**src/rtl/pixel_scan_sequencer_pkg.sv**
```systemverilog
// Shared types and defaults for the pixel-matrix scan sequencer.
// Holds the FSM state encoding and the default geometry/timing parameters.
package pixel_scan_pkg;

  typedef enum logic [2:0] {
    ST_IDLE   = 3'd0,
    ST_ARM    = 3'd1,
    ST_SETTLE = 3'd2,
    ST_REQ    = 3'd3,
    ST_STEP   = 3'd4,
    ST_DONE   = 3'd5
  } scan_state_e;

  localparam int ROW_DEF        = 400;
  localparam int COLUMN_DEF     = 32;
  localparam int DWELL_W_DEF    = 16;
  localparam int FRAME_W_DEF    = 16;
  localparam int TMO_CYCLES_DEF = 1024;

endpackage

```
**src/rtl/pixel_scan_sequencer_if.sv**
```systemverilog
// Scan-side handshake between the sequencer (master) and the scan/readout block (slave).
interface pixel_scan_sequencer_if;

  logic start_s;
  logic speak_s;
  logic sample_req;
  logic sample_ack;

  modport master (
    output start_s,
    output speak_s,
    output sample_req,
    input  sample_ack
  );

  modport slave (
    input  start_s,
    input  speak_s,
    input  sample_req,
    output sample_ack
  );

endinterface

```
**src/rtl/pixel_scan_sequencer_pos_tracker.sv**
```systemverilog
// Mirror of the scan block's column/row position, with a flag for the last pixel of a frame.
module scan_pos_tracker
  import pixel_scan_pkg::*;
#(
  parameter int ROW    = ROW_DEF,
  parameter int COLUMN = COLUMN_DEF
) (
  input  logic                      clk_s,
  input  logic                      rstn_s,
  input  logic                      clr,
  input  logic                      step,
  output logic [$clog2(ROW)-1:0]    row_pos,
  output logic [$clog2(COLUMN)-1:0] col_pos,
  output logic                      last_pixel
);

  localparam int RW = $clog2(ROW);
  localparam int CW = $clog2(COLUMN);
  localparam logic [RW-1:0] ROW_LAST = RW'(ROW - 1);
  localparam logic [CW-1:0] COL_LAST = CW'(COLUMN - 1);

  assign last_pixel = (row_pos == ROW_LAST) && (col_pos == COL_LAST);

  // Column counter wraps into a row increment, row wraps to zero, exactly as the scan block does
  always_ff @(posedge clk_s or negedge rstn_s) begin
    if (!rstn_s) begin
      row_pos <= '0;
      col_pos <= '0;
    end else if (clr) begin
      row_pos <= '0;
      col_pos <= '0;
    end else if (step) begin
      if (col_pos == COL_LAST) begin
        col_pos <= '0;
        row_pos <= (row_pos == ROW_LAST) ? '0 : row_pos + 1'b1;
      end else begin
        col_pos <= col_pos + 1'b1;
      end
    end else begin
      row_pos <= row_pos;
      col_pos <= col_pos;
    end
  end

endmodule

```
**src/rtl/pixel_scan_sequencer.sv**
```systemverilog
// Pixel-matrix scan sequencer: start pulse, per-pixel dwell/sample/step, frame counting.
// Optional ack timeout enabled by defining SCAN_ACK_TIMEOUT_EN.
module pixel_scan_sequencer
  import pixel_scan_pkg::*;
#(
  parameter int ROW     = ROW_DEF,
  parameter int COLUMN  = COLUMN_DEF,
  parameter int DWELL_W = DWELL_W_DEF,
  parameter int FRAME_W = FRAME_W_DEF
`ifdef SCAN_ACK_TIMEOUT_EN
  , parameter int TMO_CYCLES = TMO_CYCLES_DEF
`endif
) (
  input  logic                      clk_s,
  input  logic                      rstn_s,
  input  logic                      run,
  input  logic                      abort,
  input  logic [DWELL_W-1:0]        cfg_dwell,
  input  logic [FRAME_W-1:0]        cfg_frames,
  pixel_scan_sequencer_if.master    scan,
  output logic [$clog2(ROW)-1:0]    row_pos,
  output logic [$clog2(COLUMN)-1:0] col_pos,
  output logic [FRAME_W-1:0]        frame_cnt,
  output logic                      busy,
  output logic                      frame_done,
  output logic                      done,
  output logic                      ack_err
);

  scan_state_e          state_r;
  scan_state_e          state_nx_s;
  logic [DWELL_W-1:0]   cfg_dwell_r;
  logic [FRAME_W-1:0]   cfg_frames_r;
  logic [DWELL_W-1:0]   dwell_cnt_r;
  logic [FRAME_W-1:0]   frame_cnt_r;
  logic [DWELL_W:0]     dwell_tgt_s;
  logic                 run_go_s;
  logic                 step_s;
  logic                 last_pixel_s;
  logic                 dwell_done_s;
  logic                 frames_reached_s;
  logic                 tmo_hit_s;

  assign run_go_s = (state_r == ST_IDLE) && run && !abort;
  assign step_s   = (state_r == ST_STEP) && !abort;

  // A dwell of zero still spends one cycle in SETTLE
  assign dwell_tgt_s  = (cfg_dwell_r == '0) ? {{DWELL_W{1'b0}}, 1'b1} : {1'b0, cfg_dwell_r};
  assign dwell_done_s = (({1'b0, dwell_cnt_r} + {{DWELL_W{1'b0}}, 1'b1}) == dwell_tgt_s);

  assign frames_reached_s = (cfg_frames_r != '0) &&
                            (({1'b0, frame_cnt_r} + {{FRAME_W{1'b0}}, 1'b1}) == {1'b0, cfg_frames_r});

  assign scan.start_s    = (state_r == ST_ARM) && !abort;
  assign scan.speak_s    = step_s;
  assign scan.sample_req = (state_r == ST_REQ) && !abort;
  assign busy            = (state_r != ST_IDLE);
  assign frame_done      = step_s && last_pixel_s;
  assign done            = (state_r == ST_DONE);
  assign frame_cnt       = frame_cnt_r;

  scan_pos_tracker #(
    .ROW    (ROW),
    .COLUMN (COLUMN)
  ) u_pos (
    .clk_s      (clk_s),
    .rstn_s     (rstn_s),
    .clr        (run_go_s),
    .step       (step_s),
    .row_pos    (row_pos),
    .col_pos    (col_pos),
    .last_pixel (last_pixel_s)
  );

  // State register
  always_ff @(posedge clk_s or negedge rstn_s) begin
    if (!rstn_s) begin
      state_r <= ST_IDLE;
    end else begin
      state_r <= state_nx_s;
    end
  end

  // Next-state logic; abort overrides every transition
  always_comb begin
    state_nx_s = state_r;
    if (abort) begin
      state_nx_s = ST_IDLE;
    end else begin
      case (state_r)
        ST_IDLE:   state_nx_s = run ? ST_ARM : ST_IDLE;
        ST_ARM:    state_nx_s = ST_SETTLE;
        ST_SETTLE: state_nx_s = dwell_done_s ? ST_REQ : ST_SETTLE;
        ST_REQ:    state_nx_s = (scan.sample_ack || tmo_hit_s) ? ST_STEP : ST_REQ;
        ST_STEP:   state_nx_s = (last_pixel_s && frames_reached_s) ? ST_DONE : ST_SETTLE;
        ST_DONE:   state_nx_s = ST_IDLE;
        default:   state_nx_s = ST_IDLE;
      endcase
    end
  end

  // Configuration is captured only when a scan is launched
  always_ff @(posedge clk_s or negedge rstn_s) begin
    if (!rstn_s) begin
      cfg_dwell_r  <= '0;
      cfg_frames_r <= '0;
    end else if (run_go_s) begin
      cfg_dwell_r  <= cfg_dwell;
      cfg_frames_r <= cfg_frames;
    end else begin
      cfg_dwell_r  <= cfg_dwell_r;
      cfg_frames_r <= cfg_frames_r;
    end
  end

  // Dwell counter: counts only while settling, otherwise parked at zero
  always_ff @(posedge clk_s or negedge rstn_s) begin
    if (!rstn_s) begin
      dwell_cnt_r <= '0;
    end else if ((state_r == ST_SETTLE) && !abort && !dwell_done_s) begin
      dwell_cnt_r <= dwell_cnt_r + 1'b1;
    end else begin
      dwell_cnt_r <= '0;
    end
  end

  // Frame counter saturates so continuous mode never wraps back to zero
  always_ff @(posedge clk_s or negedge rstn_s) begin
    if (!rstn_s) begin
      frame_cnt_r <= '0;
    end else if (run_go_s) begin
      frame_cnt_r <= '0;
    end else if (step_s && last_pixel_s && (frame_cnt_r != '1)) begin
      frame_cnt_r <= frame_cnt_r + 1'b1;
    end else begin
      frame_cnt_r <= frame_cnt_r;
    end
  end

`ifdef SCAN_ACK_TIMEOUT_EN
  localparam int TW = $clog2(TMO_CYCLES + 1);
  localparam logic [TW-1:0] TMO_LAST = TW'(TMO_CYCLES - 1);

  logic [TW-1:0] tmo_cnt_r;
  logic          ack_err_r;

  assign tmo_hit_s = (state_r == ST_REQ) && !scan.sample_ack && (tmo_cnt_r == TMO_LAST);
  assign ack_err   = ack_err_r;

  // Cycles spent waiting for ack in the current REQ visit
  always_ff @(posedge clk_s or negedge rstn_s) begin
    if (!rstn_s) begin
      tmo_cnt_r <= '0;
    end else if ((state_r == ST_REQ) && !abort && !scan.sample_ack) begin
      tmo_cnt_r <= tmo_cnt_r + 1'b1;
    end else begin
      tmo_cnt_r <= '0;
    end
  end

  // Sticky timeout flag, cleared only by reset or a new run
  always_ff @(posedge clk_s or negedge rstn_s) begin
    if (!rstn_s) begin
      ack_err_r <= 1'b0;
    end else if (run_go_s) begin
      ack_err_r <= 1'b0;
    end else if (tmo_hit_s && !abort) begin
      ack_err_r <= 1'b1;
    end else begin
      ack_err_r <= ack_err_r;
    end
  end
`else
  assign tmo_hit_s = 1'b0;
  assign ack_err   = 1'b0;
`endif

endmodule
```
**src/flat_wrapper.sv**
```systemverilog
// flat-port wrapper written by rule: the top's interface ports become plain ports
module pixel_scan_sequencer_flat import pixel_scan_pkg::*;
#(
  parameter int ROW     = ROW_DEF,
  parameter int COLUMN  = COLUMN_DEF,
  parameter int DWELL_W = DWELL_W_DEF,
  parameter int FRAME_W = FRAME_W_DEF

)
  (clk_s, rstn_s, run, abort, cfg_dwell, cfg_frames, row_pos, col_pos, frame_cnt, busy, frame_done, done, ack_err, scan_start_s, scan_speak_s, scan_sample_req, scan_sample_ack);
  pixel_scan_sequencer_if scan_i ();
  input  logic clk_s;
  input  logic rstn_s;
  input  logic run;
  input  logic abort;
  input  logic [DWELL_W-1:0] cfg_dwell;
  input  logic [FRAME_W-1:0] cfg_frames;
  output logic [$clog2(ROW)-1:0] row_pos;
  output logic [$clog2(COLUMN)-1:0] col_pos;
  output logic [FRAME_W-1:0] frame_cnt;
  output logic busy;
  output logic frame_done;
  output logic done;
  output logic ack_err;
  output wire logic [$bits(scan_i.start_s)-1:0] scan_start_s;
  output wire logic [$bits(scan_i.speak_s)-1:0] scan_speak_s;
  output wire logic [$bits(scan_i.sample_req)-1:0] scan_sample_req;
  input wire logic [$bits(scan_i.sample_ack)-1:0] scan_sample_ack;
  assign scan_start_s = scan_i.start_s;
  assign scan_speak_s = scan_i.speak_s;
  assign scan_sample_req = scan_i.sample_req;
  assign scan_i.sample_ack = scan_sample_ack;
  pixel_scan_sequencer #(.ROW(ROW), .COLUMN(COLUMN), .DWELL_W(DWELL_W), .FRAME_W(FRAME_W)) u_core (.clk_s(clk_s), .rstn_s(rstn_s), .run(run), .abort(abort), .cfg_dwell(cfg_dwell), .cfg_frames(cfg_frames), .scan(scan_i), .row_pos(row_pos), .col_pos(col_pos), .frame_cnt(frame_cnt), .busy(busy), .frame_done(frame_done), .done(done), .ack_err(ack_err));
endmodule
```
**config.mk**
```make
export PLATFORM = sky130hd
export DESIGN_NAME = pixel_scan_sequencer_flat
export DESIGN_NICKNAME = d
export VERILOG_FILES = /design/src/rtl/pixel_scan_sequencer_pkg.sv /design/src/rtl/pixel_scan_sequencer_if.sv /design/src/rtl/pixel_scan_sequencer_pos_tracker.sv /design/src/rtl/pixel_scan_sequencer.sv /design/src/flat_wrapper.sv
export SDC_FILE = /design/constraint.sdc
export NUM_CORES = 1
export LEC_CHECK = 0
export ABC_AREA = 1
export ABC_CLOCK_PERIOD_IN_PS = 3000
export BUFFER_PORTS_ARGS = -buffer_cell sky130_fd_sc_hd__buf_2
export CAP_MARGIN = 30
export CORE_ASPECT_RATIO = 0.6
export CORE_MARGIN = 10
export CORE_UTILIZATION = 46
export DETAILED_ROUTE_END_ITERATION = 10
export GPL_ROUTABILITY_DRIVEN = 0
export GPL_TIMING_DRIVEN = 0
export PLACE_DENSITY_LB_ADDON = 0.15
export SETUP_SLACK_MARGIN = 0.2
export SYNTH_ARGS = -nofsm -noshare
export SYNTH_HDL_FRONTEND = slang
export SYNTH_SLANG_ARGS = --single-unit
export TNS_END_PERCENT = 30
```
**constraint.sdc**
```tcl
create_clock -name clk_s -period 3 [get_ports clk_s]
set_input_delay 0 -clock clk_s [delete_from_list [all_inputs] [get_ports clk_s]]
set_output_delay 0 -clock clk_s [all_outputs]
set_load 0.05 [all_outputs]
```
==> impl_metrics.csv, run 1 <==
group,metric,value,unit
clock_tree,cts_tree,"built",
synth,synth_area_leaders,"dfrtp_1 41%, nand2_1 16%, inv_1 7.6%, nand3_1 6.6%, nor2_1 4.4%",
worst_hold_path,min_from,"run",
synth,syn-cell-area,0.004898,sq mm
timing,rsz0062_at_grt,"no",
timing,hold_viol,0,
power,powerDensity,492.6,mW/mm^2
power,p_sw,963.3,uW
place,dpl-instance-area,0.005455,sq mm
layout,syn2layout_area_growth,24.19,%
worst_setup_path,critPathSlowestCell,"dfrtp_1",
power,pwr-share-clk,0.349,
timing,finClkSkew,0.005077,ns
layout,layout.cells.non_filler,958,
floorplanning,fp.dieW,153.2,um
timing,fin_tns_setup,0,ns
worst_setup_path,required,3.27,ns
routing,vias_per_cell,5.233,
job,drv_cap,0,
synth,synth-edff-count,0,
routing,wl_per_cell,15.29,um
layout,nFillCells,997,
clock_tree,clockRootBuffer,"clkbuf_16",
global_route,globalRoute.totalOverflow,0,
timing,fin_ws,0.6810,ns
timing,maxSlewViolCount,0,
synth,ys.flop_type,"dfrtp_1",
power,combPwrFrac,0.215,
power,p_int,2.033,mW
synth,synth-seq-area-share,0.4138,
timing,final-setup-viol-count,0,
layout,register_area,0.002027,sq mm
worst_setup_path,end_kind,"flop",
clock_tree,ctsResizeCount,0,
timing,finalCritPeriodShare,0.7730,
floorplanning,initial_core_util,0.4671,
power,peakVddDrop,0.0004079,V
routing,ant_nets,0,
power,finalPower,2.997,mW
clock_tree,worstSkewPairLatency,0.33,ns
worst_setup_path,critPathLaunchType,"flop",
worst_setup_path,cp_data_arrival_time,2.59,ns
global_route,antenna_found_initial,1,
clock_tree,cts_buffers,9,
place,place_inst,906,
power,switching_share,0.3214,
global_route,grt_pass1_wl,24.21,mm
global_route,grt_pass1_vias,4847,
synth,yosys.area.top_type,"dfrtp_1",
global_route,grt_usage,0.1926,
worst_setup_path,critPathKind,"flop to flop",
worst_setup_path,path_max_fanout,8,
synth,synth_fp_nets,736,
run_status,outcome,"completed",
routing,wirelength,14.65,mm
worst_setup_path,cpPeakStageDelay,0.49,ns
global_route,grt_max_degree,46,
worst_setup_path,rr_worst_depth,15,
layout,final_area,0.006083,sq mm
layout,finalNetCount,855,
timing,worstMarginPinSlew,0.6192,ns
worst_hold_path,whs_path_depth,7,
layout,multi_input_area,0.002414,sq mm
synth,ys_types,37,
worst_setup_path,critical_path_buf_inv_count,1,
worst_setup_path,crit_cells,15,
worst_hold_path,hold_class,"input pin to flop",
layout,drive_above_1_share,0.1711,
floorplanning,ios,74,
timing,relSlewSlack,0.5872,
power,leakagePower,2.948,nW
synth,syn-instance-count,694,
place,place.port_buffers,72,
power,p_seq_frac,0.436,
synth,netlist.area_leader.share,0.4138,
synth,syn_avg_cell_area,7.058,sq um
clock_tree,htree_levels,3,
clock_tree,clock-sinks,81,
routing,vias,5013,
floorplanning,dieHeight,99.94,um
floorplanning,core,0.01049,sq mm
routing,drt-initial-drc-count,453,
timing,whs,0.1618,ns
timing,max_freq,0.4312,GHz
worst_setup_path,critPathTopFamily,"simple AND/OR/NAND/NOR gates",
timing,period_minus_slack,2.319,ns
synth,ys_async_sr_fraction,1.000,
synth,yosys_warnings,0,
worst_setup_path,worst_setup_path_startpoint,"u_core.frame_cnt[0]",
worst_setup_path,crit_chain,"ha_1 > nand2_2 > nor2_4 > nand2_1 > nand2_1 > nand2_1 > nand2_1 > nand2_1 > nor2_1 > nand3_1 > nor2_2 > nand3_2 > nand3_2 > nand2_1 > inv_1",
place,dpl.hpwl,11.14,mm
routing,dr.pass1.iters,5,
worst_setup_path,reg2reg_from,"u_core.frame_cnt[0]",
place,dp_slack,0.7532,ns
clock_tree,clockBufferDepth,2,
worst_setup_path,crit_top_cell,"nand2_1",
routing,drc,0,
floorplanning,num_rows,29,
layout,utilization,0.5801,
floorplanning,dieArea,0.01531,sq mm
synth,yosys_register_bits,81,
clock_tree,clk_pin_slew,0.06,ns
[worst min-delay path, delay by kind of cell]
kind | cells | cell delay, ns
buf+inv | 3 | 0.19
simple gates | 4 | 0.27
[power by group through the flow]
stage	Clock (mW)	Combinational, mW	Sequential [mW]
floorplan	0	0.341	1.37
global placement	0	0.585	1.32
detailed placement	0	0.605	1.32
CTS	1.07	0.644	1.30
global route	1.12	0.724	1.32
finish	1.05	0.644	1.31
[sequential cells by signal, indices dropped and copies added, names as in the netlist]
register and count:
u_core.u_pos.col_pos 5, u_core.frame_cnt 16, u_core.state_r 3, u_core.dwell_cnt_r 16, u_core.cfg_dwell_r 16, u_core.u_pos.row_pos 9
u_core.cfg_frames_r 16
[synthesized netlist by cell type, drive strengths merged (2+ instances only)]
cell type	instances
a21oi	18
a22o	2
buf	6
clkbuf	6
dfrtp	81
ha	5
inv	101
nand2	223
nand3	70
nand4	18
nor2	82
nor3	8
o21a	2
o21ai	42
o22ai	14
xnor2	3
xor2	4
[final timing paths]
check | slack (ns) | end
worst max-delay path | 0.68 | u_core.state_r[0]
worst min-delay path | 0.16 | u_core.state_r[0]
worst max register to register | 0.68 | u_core.state_r[0]
worst min register to register | 0.53 | u_core.dwell_cnt_r[0]
max in group asynchronous | 2.15 | u_core.frame_cnt[4]
min in group asynchronous | 0.22 | u_core.u_pos.col_pos[0]
[repair_timing]
item | in CTS | in global routing
hold endpoints to repair | 78 | 0
hold buffers | 35 | 0
setup buffers | 0 | 0
[placed cells by master (no fill, tap or decap), types with 5 or more instances in the layout]
| cell type | count |
|---|---|
| nor2_2 | 19 |
| nand4_1 | 17 |
| nand2_1 | 210 |
| nor3_1 | 7 |
| nand2_2 | 13 |
| nand3_1 | 65 |
| dfrtp_1 | 81 |
| o22ai_1 | 14 |
| clkbuf_1 | 8 |
| a21oi_1 | 18 |
| dlygate4sd3_1 | 35 |
| nor2_4 | 6 |
| inv_1 | 99 |
| buf_2 | 73 |
| ha_1 | 5 |
| o21ai_0 | 40 |
| clkbuf_16 | 9 |
| nor2_1 | 57 |
[cells by family after synthesis]
kind of cell / Yosys count / share of synthesized area
and+or+nand+nor: 405 / 0.3765
buffers and inverters: 114 / 0.09349
other: 1 / 0.0007655
DFF: 81 / 0.4138
adders and majority gates: 5 / 0.01277
AOI/OAI and AO/OA: 81 / 0.09017
xor gates and xnor gates: 7 / 0.01252
[final cells by class]
class | count | share of cell area
buffer | 12 | 0.01234
sequential | 81 | 0.3332
inverter | 102 | 0.06294
antenna | 1 | 0.0004114
clock buffer | 13 | 0.04278
tap | 139 | 0.02859
multi-input combinational | 499 | 0.3967
clock inverter | 3 | 0.002468
timing repair buffer | 108 | 0.1205
[metal layers]
metal,up-vias,global-route usage,part of all wire
met2,188,0.2746,0.42
met5,-,0,0
met4,0,0.04818,0.010
met1,2348,0.2807,0.50
met3,14,0.05081,0.072
li1,2463,-,-
Note: power is estimated with default switching activity, not from simulation.
==> inputs of run 2 (changes only) <==
- ABC_AREA: 1 -> 0
- ABC_CLOCK_PERIOD_IN_PS: 3000 -> 1950
- clock period: 3 -> 1.95 ns (I/O delays scaled with it)
==> run 2 against run 1 <==
Against the previous run:
- the flow now finishes with violations (negative setup slack)
- combinational power grew 46%
- core utilization up 16 points
- die area increased by 1.2%
- sequential power rose by 56%
- via count is 11% higher
- fmax shrank 12%
- critical path depth is 5 lower
- register-to-register slack got worse by 1.4 ns
- area after synthesis grew 1.4%
- first-iteration DRC count increased by 44%
- sequential cell count did not move
- largest power group unchanged
==> impl_metrics.csv, run 2 <==
group,metric,value,unit
timing,max_freq,0.3795,GHz
timing,fin_tns_setup,-13.79,ns
floorplanning,initial_core_util,0.4704,
worst_setup_path,critPathKind,"flop to flop",
clock_tree,clock-sinks,81,
timing,hold_viol,0,
routing,wirelength,18.70,mm
layout,antenna_cells,0,
layout,nFillCells,712,
routing,dr.pass1.iters,5,
clock_tree,cts_buffers,9,
synth,synth_area_leaders,"dfrtp_1 41%, nand2_1 8.9%, o21ai_0 4.2%, xnor2_1 4.2%, nand3_1 3.0%",
job,drv_cap,0,
worst_setup_path,r2r_slack,-0.69,ns
synth,synth-edff-count,0,
layout,utilization,0.7373,
synth,synth_fp_nets,636,
synth,ys_types,70,
layout,syn2layout_area_growth,56.73,%
layout,register_area,0.002059,sq mm
synth,synth_compound_area_frac,0.1486,
floorplanning,dieHeight,100.5,um
synth,synth_top_family_by_area,"simple AND/OR/NAND/NOR gates",
clock_tree,clk_pin_slew,0.07,ns
timing,worstMarginPinSlew,0.5505,ns
place,dpl.hpwl,11.57,mm
routing,vias,5555,
synth,synth.most_common_cell,"nand2_1",
routing,wl_per_cell,20.24,um
floorplanning,fp.dieW,154.2,um
place,place.port_buffers,72,
timing,period_minus_slack,2.635,ns
worst_setup_path,critPathLaunchType,"flop",
power,leakagePower,3.533,nW
synth,synth-seq-area-share,0.4081,
synth,ys_async_sr_fraction,1.000,
synth,synth-adder-area-share,0.01461,
synth,ys.flop_type,"dfrtp_1",
synth,netlist.area_leader.share,0.4081,
place,dp_slack,-0.8143,ns
worst_setup_path,path_max_fanout,9,
synth,yosys_register_bits,81,
power,finalPower,4.748,mW
timing,finClkSkew,0.006360,ns
global_route,grt_pass1_wl,29.19,mm
global_route,grt_usage,0.2314,
worst_setup_path,end_kind,"flop",
timing,finalCritPeriodShare,1.351,
floorplanning,num_rows,29,
timing,maxSlewViolCount,0,
routing,ant_nets,0,
layout,final_cell_mix,"113 x nand2_1, 72 x buf_2, 58 x buf_4",
power,peakVddDrop,0.0004887,V
layout,final_common_cell,"nand2_1",
global_route,antenna_found_initial,0,
worst_setup_path,cp_data_arrival_time,2.86,ns
clock_tree,cts_tree,"built",
timing,final-setup-viol-count,37,
synth,synthXorXnorAreaFrac,0.07431,
run_status,violations,"negative setup slack",
synth,syn-cell-area,0.004967,sq mm
layout,finalNetCount,822,
synth,synthMuxAreaShare,0.002015,
timing,fin_ws,-0.6850,ns
worst_setup_path,required,2.17,ns
layout,drive_above_1_share,0.4293,
timing,rsz0062_at_grt,"yes",
global_route,grt_pass1_vias,5472,
routing,drc,0,
run_status,outcome,"finished with violations",
synth,yosys.area.top_type,"dfrtp_1",
routing,drt-initial-drc-count,654,
floorplanning,core,0.01056,sq mm
global_route,grt_max_degree,53,
synth,syn_avg_cell_area,8.362,sq um
synth,syn-instance-count,594,
synth,synth_common_cells,"118 x nand2_1, 81 x dfrtp_1, 42 x o21ai_0, 35 x nor2_1, 30 x nand3_1",
floorplanning,ios,74,
synth,yosys.area_share.simple,0.3005,
timing,relSlewSlack,0.6305,
routing,vias_per_cell,6.012,
layout,multi_input_area,0.003430,sq mm
floorplanning,dieArea,0.01549,sq mm
synth,yosys_warnings,0,
clock_tree,clockBufferDepth,2,
clock_tree,worstSkewPairLatency,0.34,ns
worst_hold_path,hold_class,"input pin to async pin",
global_route,globalRoute.totalOverflow,0,
clock_tree,clockRootBuffer,"clkbuf_16",
power,powerDensity,609.9,mW/mm^2
clock_tree,htree_levels,3,
-- run 2: cell types whose count changed after synthesis, moves of 10 or more --
cell / change
clkbuf_1: +18
nand2_1: -92
o22ai_1: -13
nor4_1: +13
nor2_1: -22
inv_1: -84
nor2_2: -10
and3_1: +17
nand2_2: -13
nand3_1: -35
xnor2_1: +21
-- run 2: routing by layer --
| layer | track usage | wire length [um] |
|---|---|---|
| met1 | 0.3201 | 8115 |
| met2 | 0.3460 | 8306 |
| met3 | 0.06522 | 2047 |
| met4 | 0.06363 | 232 |
| met5 | 0 | 0 |
-- run 2: power breakdown --
part | leakage (nW) | internal [mW] | switching (mW)
sequential | 1.04 | 1.82 | 0.226
combinational | 2.36 | 0.431 | 0.510
clock | 0.135 | 1.03 | 0.728
total | 3.53 | 3.29 | 1.46
-- run 2: worst max-delay path, cell delays in order, from the launching register on --
cell	delay (ns)
dfrtp_1	0.33
clkbuf_4	0.20
nand4_1	0.25
nor4_4	0.38
o22ai_2	0.14
or4_4	0.56
nor4_4	0.14
or4_1	0.16
buf_6	0.15
clkbuf_16	0.17
nor2_4	0.03
-- run 2: kinds of logic after synthesis --
group,after synthesis
AOI/OAI and AO/OA,117
other,1
and+or+nand+nor,293
xor gates and xnor gates,39
buffers and inverters,56
DFF,81
muxes,1
adders and majority gates,6
-- run 2: layout make-up --
type | instances | share of cell area
plain buffers | 41 | 0.04934
well taps | 139 | 0.02234
inverters | 15 | 0.007715
clock inverters | 4 | 0.006750
repair buffers | 175 | 0.1771
multi-input cells | 457 | 0.4405
flip-flops and latches | 81 | 0.2645
clock buffers | 12 | 0.03166
-- run 2: timing repair --
item | 4_1_cts | 5_1_grt
endpoints found under the hold margin | 64 | 0
gates resized for setup | 116 | 90
setup buffers | 47 | 14
gates cloned | 4 | 2
setup endpoints to repair | 83 | 80
pin swaps | 39 | 32
hold buffers | 35 | 0
-- run 2: final timing paths --
path                                         startpoint                       to  cells past startpoint
worst min-delay path                             rstn_s      u_core.frame_cnt[6]                      2
worst max-delay path             u_core.dwell_cnt_r[11]   u_core.dwell_cnt_r[13]                     10
min in group clk_s                                abort    u_core.dwell_cnt_r[9]                      4
max in group asynchronous                        rstn_s  u_core.u_pos.row_pos[6]                      3
worst max register to register   u_core.dwell_cnt_r[11]   u_core.dwell_cnt_r[13]                     10
worst min register to register  u_core.u_pos.row_pos[2]  u_core.u_pos.row_pos[2]                      1
-- run 2: per-stage QoR --
stage,area (sq um),hold slack (ns),cells
floorplan,5209,-0.2956,594
global placement,5743,0.1893,805
detailed placement,5773,-0.02377,806
CTS,7313,0.09467,908
global route,7785,0.1430,924
finish,7785,0.1363,924
==> inputs of run 3 (changes only) <==
- SYNTH_HIERARCHICAL: unset -> 1
==> run 3 against run 2 <==
Against the previous run:
- the run ends with negative hold slack, negative setup slack left
- via count down 9.3%
- global-route usage down 1.9 points
- clock power down 8%
- fmax up 15%
- clock skew up 0.0026 ns
- wire length down 9.0%
- combinational power down 2.8%
- critical path type unchanged
==> impl_metrics.csv, run 3 <==
group,metric,value,unit
worst_setup_path,crit_chain,"nor3_1 > nand4_1 > mux2i_1 > nand2_2 > nor4_2 > buf_4 > a21bo_4 > buf_12 > nor2_4",
global_route,grt_pass1_vias,4852,
routing,vias,5036,
timing,period_minus_slack,2.297,ns
synth,ys.flop_type,"dfrtp_1",
synth,synth.most_common_cell,"nand2_1",
clock_tree,clockBufferDepth,2,
synth,synth_fp_nets,608,
synth,yosys_warnings,6,
worst_setup_path,critPathKind,"flop to flop",
synth,synth-adder-area-share,0.01279,
floorplanning,num_rows,29,
worst_setup_path,cp_data_arrival_time,2.52,ns
global_route,globalRoute.totalOverflow,0,
synth,syn-instance-count,566,
clock_tree,cts_buffers,9,
layout,final_common_cell,"nand2_1",
floorplanning,fp.dieW,153.1,um
routing,wl_per_cell,19.24,um
worst_setup_path,critPathTopFamily,"simple AND/OR/NAND/NOR gates",
routing,ant_nets,0,
clock_tree,clk_pin_slew,0.06,ns
worst_setup_path,r2r_slack,-0.35,ns
synth,yosys.area_share.simple,0.2851,
synth,syn-cell-area,0.004890,sq mm
global_route,grt_pass1_wl,26.63,mm
floorplanning,core,0.01049,sq mm
routing,vias_per_cell,5.697,
layout,syn2layout_area_growth,52.12,%
clock_tree,htree_levels,3,
run_status,violations,"negative hold slack, negative setup slack",
timing,finClkSkew,0.009005,ns
worst_setup_path,end_kind,"flop",
worst_setup_path,path_max_fanout,5,
synth,yosys.area.top_type,"dfrtp_1",
clock_tree,clock-sinks,81,
worst_setup_path,critical_path_buf_inv_count,2,
floorplanning,dieArea,0.01529,sq mm
synth,synth_top_family_by_area,"simple AND/OR/NAND/NOR gates",
timing,maxSlewViolCount,0,
routing,dr.pass1.iters,5,
job,drv_cap,0,
worst_setup_path,critPathSlowestCell,"dfrtp_1",
synth,synth_area_leaders,"dfrtp_1 41%, nand2_1 9.4%, xnor2_1 5.7%, nor2_1 4.0%, o21ai_0 3.3%",
worst_hold_path,hold_class,"input pin to flop",
routing,drc,0,
synth,ys_async_sr_fraction,1.000,
global_route,grt_max_degree,50,
timing,whs,-0.01106,ns
timing,max_freq,0.4354,GHz
synth,synthXorXnorAreaFrac,0.09877,
run_status,outcome,"finished with violations",
timing,rsz0062_at_grt,"yes",
synth,netlist.area_leader.share,0.4145,
timing,hold_viol,1,
layout,finalNetCount,782,
timing,worstMarginPinSlew,0.5581,ns
floorplanning,ios,74,
synth,synth-seq-area-share,0.4145,
synth,synth-edff-count,0,
global_route,grt_usage,0.2122,
worst_setup_path,critPathLaunchType,"flop",
clock_tree,worstSkewPairLatency,0.35,ns
power,leakagePower,3.352,nW
timing,fin_ws,-0.3466,ns
timing,relSlewSlack,0.6280,
layout,multi_input_area,0.003293,sq mm
timing,finalCritPeriodShare,1.178,
timing,fin_tns_setup,-9.359,ns
timing,final-setup-viol-count,40,
synth,yosys_register_bits,81,
layout,drive_above_1_share,0.3973,
power,powerDensity,618.8,mW/mm^2
layout,final_cell_mix,"119 x nand2_1, 70 x buf_2, 65 x dfrtp_1",
layout,antenna_cells,0,
floorplanning,dieHeight,99.86,um
worst_setup_path,cpPeakStageDelay,0.47,ns
synth,synth_compound_area_frac,0.1305,
layout,register_area,0.002047,sq mm
place,dpl-instance-area,0.005557,sq mm
power,peakVddDrop,0.0004898,V
clock_tree,clockRootBuffer,"clkbuf_16",
place,dpl.hpwl,10.86,mm
floorplanning,initial_core_util,0.4663,
layout,nFillCells,752,
layout,final_area,0.007438,sq mm
synth,syn_avg_cell_area,8.639,sq um
synth,ys_types,68,
synth,synthMuxAreaShare,0.01049,
routing,wirelength,17.01,mm
synth,synth_common_cells,"123 x nand2_1, 81 x dfrtp_1, 52 x nor2_1, 32 x o21ai_0, 32 x xnor2_1",
worst_setup_path,required,2.18,ns
routing,drt-initial-drc-count,436,
place,place.port_buffers,72,
clock_tree,cts_tree,"built",
global_route,antenna_found_initial,0,
run 3: worst min-delay path, cell delays in order:
cell	delay, ns
buf_2	0.12
nand4b_1	0.11
a21oi_2	0.06
run 3: layer usage:
metal	vias to the layer above	GRT usage	wire, um
met5	-	0	0
met4	0	0.05401	216
met3	27	0.06149	1582
met2	251	0.3027	7198
met1	2431	0.3059	8015
li1	2327	-	-
run 3: worst paths after layout:
path,from,endpoint,cells past startpoint
hold reg to reg,u_core/cfg_frames_r[2],u_core/cfg_frames_r[2],2
min in group asynchronous,rstn_s,u_core/cfg_dwell_r[13],2
max in group asynchronous,rstn_s,u_core/dwell_cnt_r[0],3
setup / recovery,u_core/cfg_dwell_r[13],u_core/dwell_cnt_r[9],9
setup reg to reg,u_core/cfg_dwell_r[13],u_core/dwell_cnt_r[9],9
hold / removal,scan_sample_ack,u_core/state_r[2],3
run 3: cell families (layout without fill, tap and decap cells):
family,after synthesis,in the layout
buf+inv,46,225
flops,81,81
mux,5,5
simple gates,282,282
fa+ha+maj,5,5
xor+xnor,52,52
compound gates,94,94
other cells,1,1
run 3: cell type report:
cell class                 instances  share of cell area
buffer                            34             0.04727
clock buffer                      12             0.03314
clock inverter                     4            0.004037
inverter                          12            0.007233
multi-input combinational        439              0.4427
sequential                        81              0.2752
tap                              139             0.02338
timing repair buffer             163              0.1670
run 3: what timing repair did:
item                       4_1_cts  5_1_grt
pin swaps                       32       28
setup endpoints to repair       80       61
cloned                           1        0
hold endpoints to repair        67        3
gates resized for setup        130       54
buffers inserted                35       20
hold buffers                    33        1
run 3: power breakdown:
group	switching, mW	total, mW	internal, mW
sequential	0.241	2.07	1.83
combinational	0.494	0.915	0.422
clock	0.720	1.62	0.899
run 3: stage by stage:
step | utilization | hold slack (ns) | worst slack [ns] | power [mW] | std cells
floorplan | - | -0.2956 | -0.4810 | 2.472 | 566
global route | 0.7093 | 0.008748 | -0.4184 | 4.781 | 884
CTS | 0.6740 | -0.07813 | -0.3121 | 4.505 | 863
global placement | 0.5270 | 0.1900 | -1.076 | 2.715 | 777
finish | 0.7093 | -0.01106 | -0.3466 | 4.603 | 884
detailed placement | 0.5299 | -0.01588 | -1.093 | 2.750 | 778
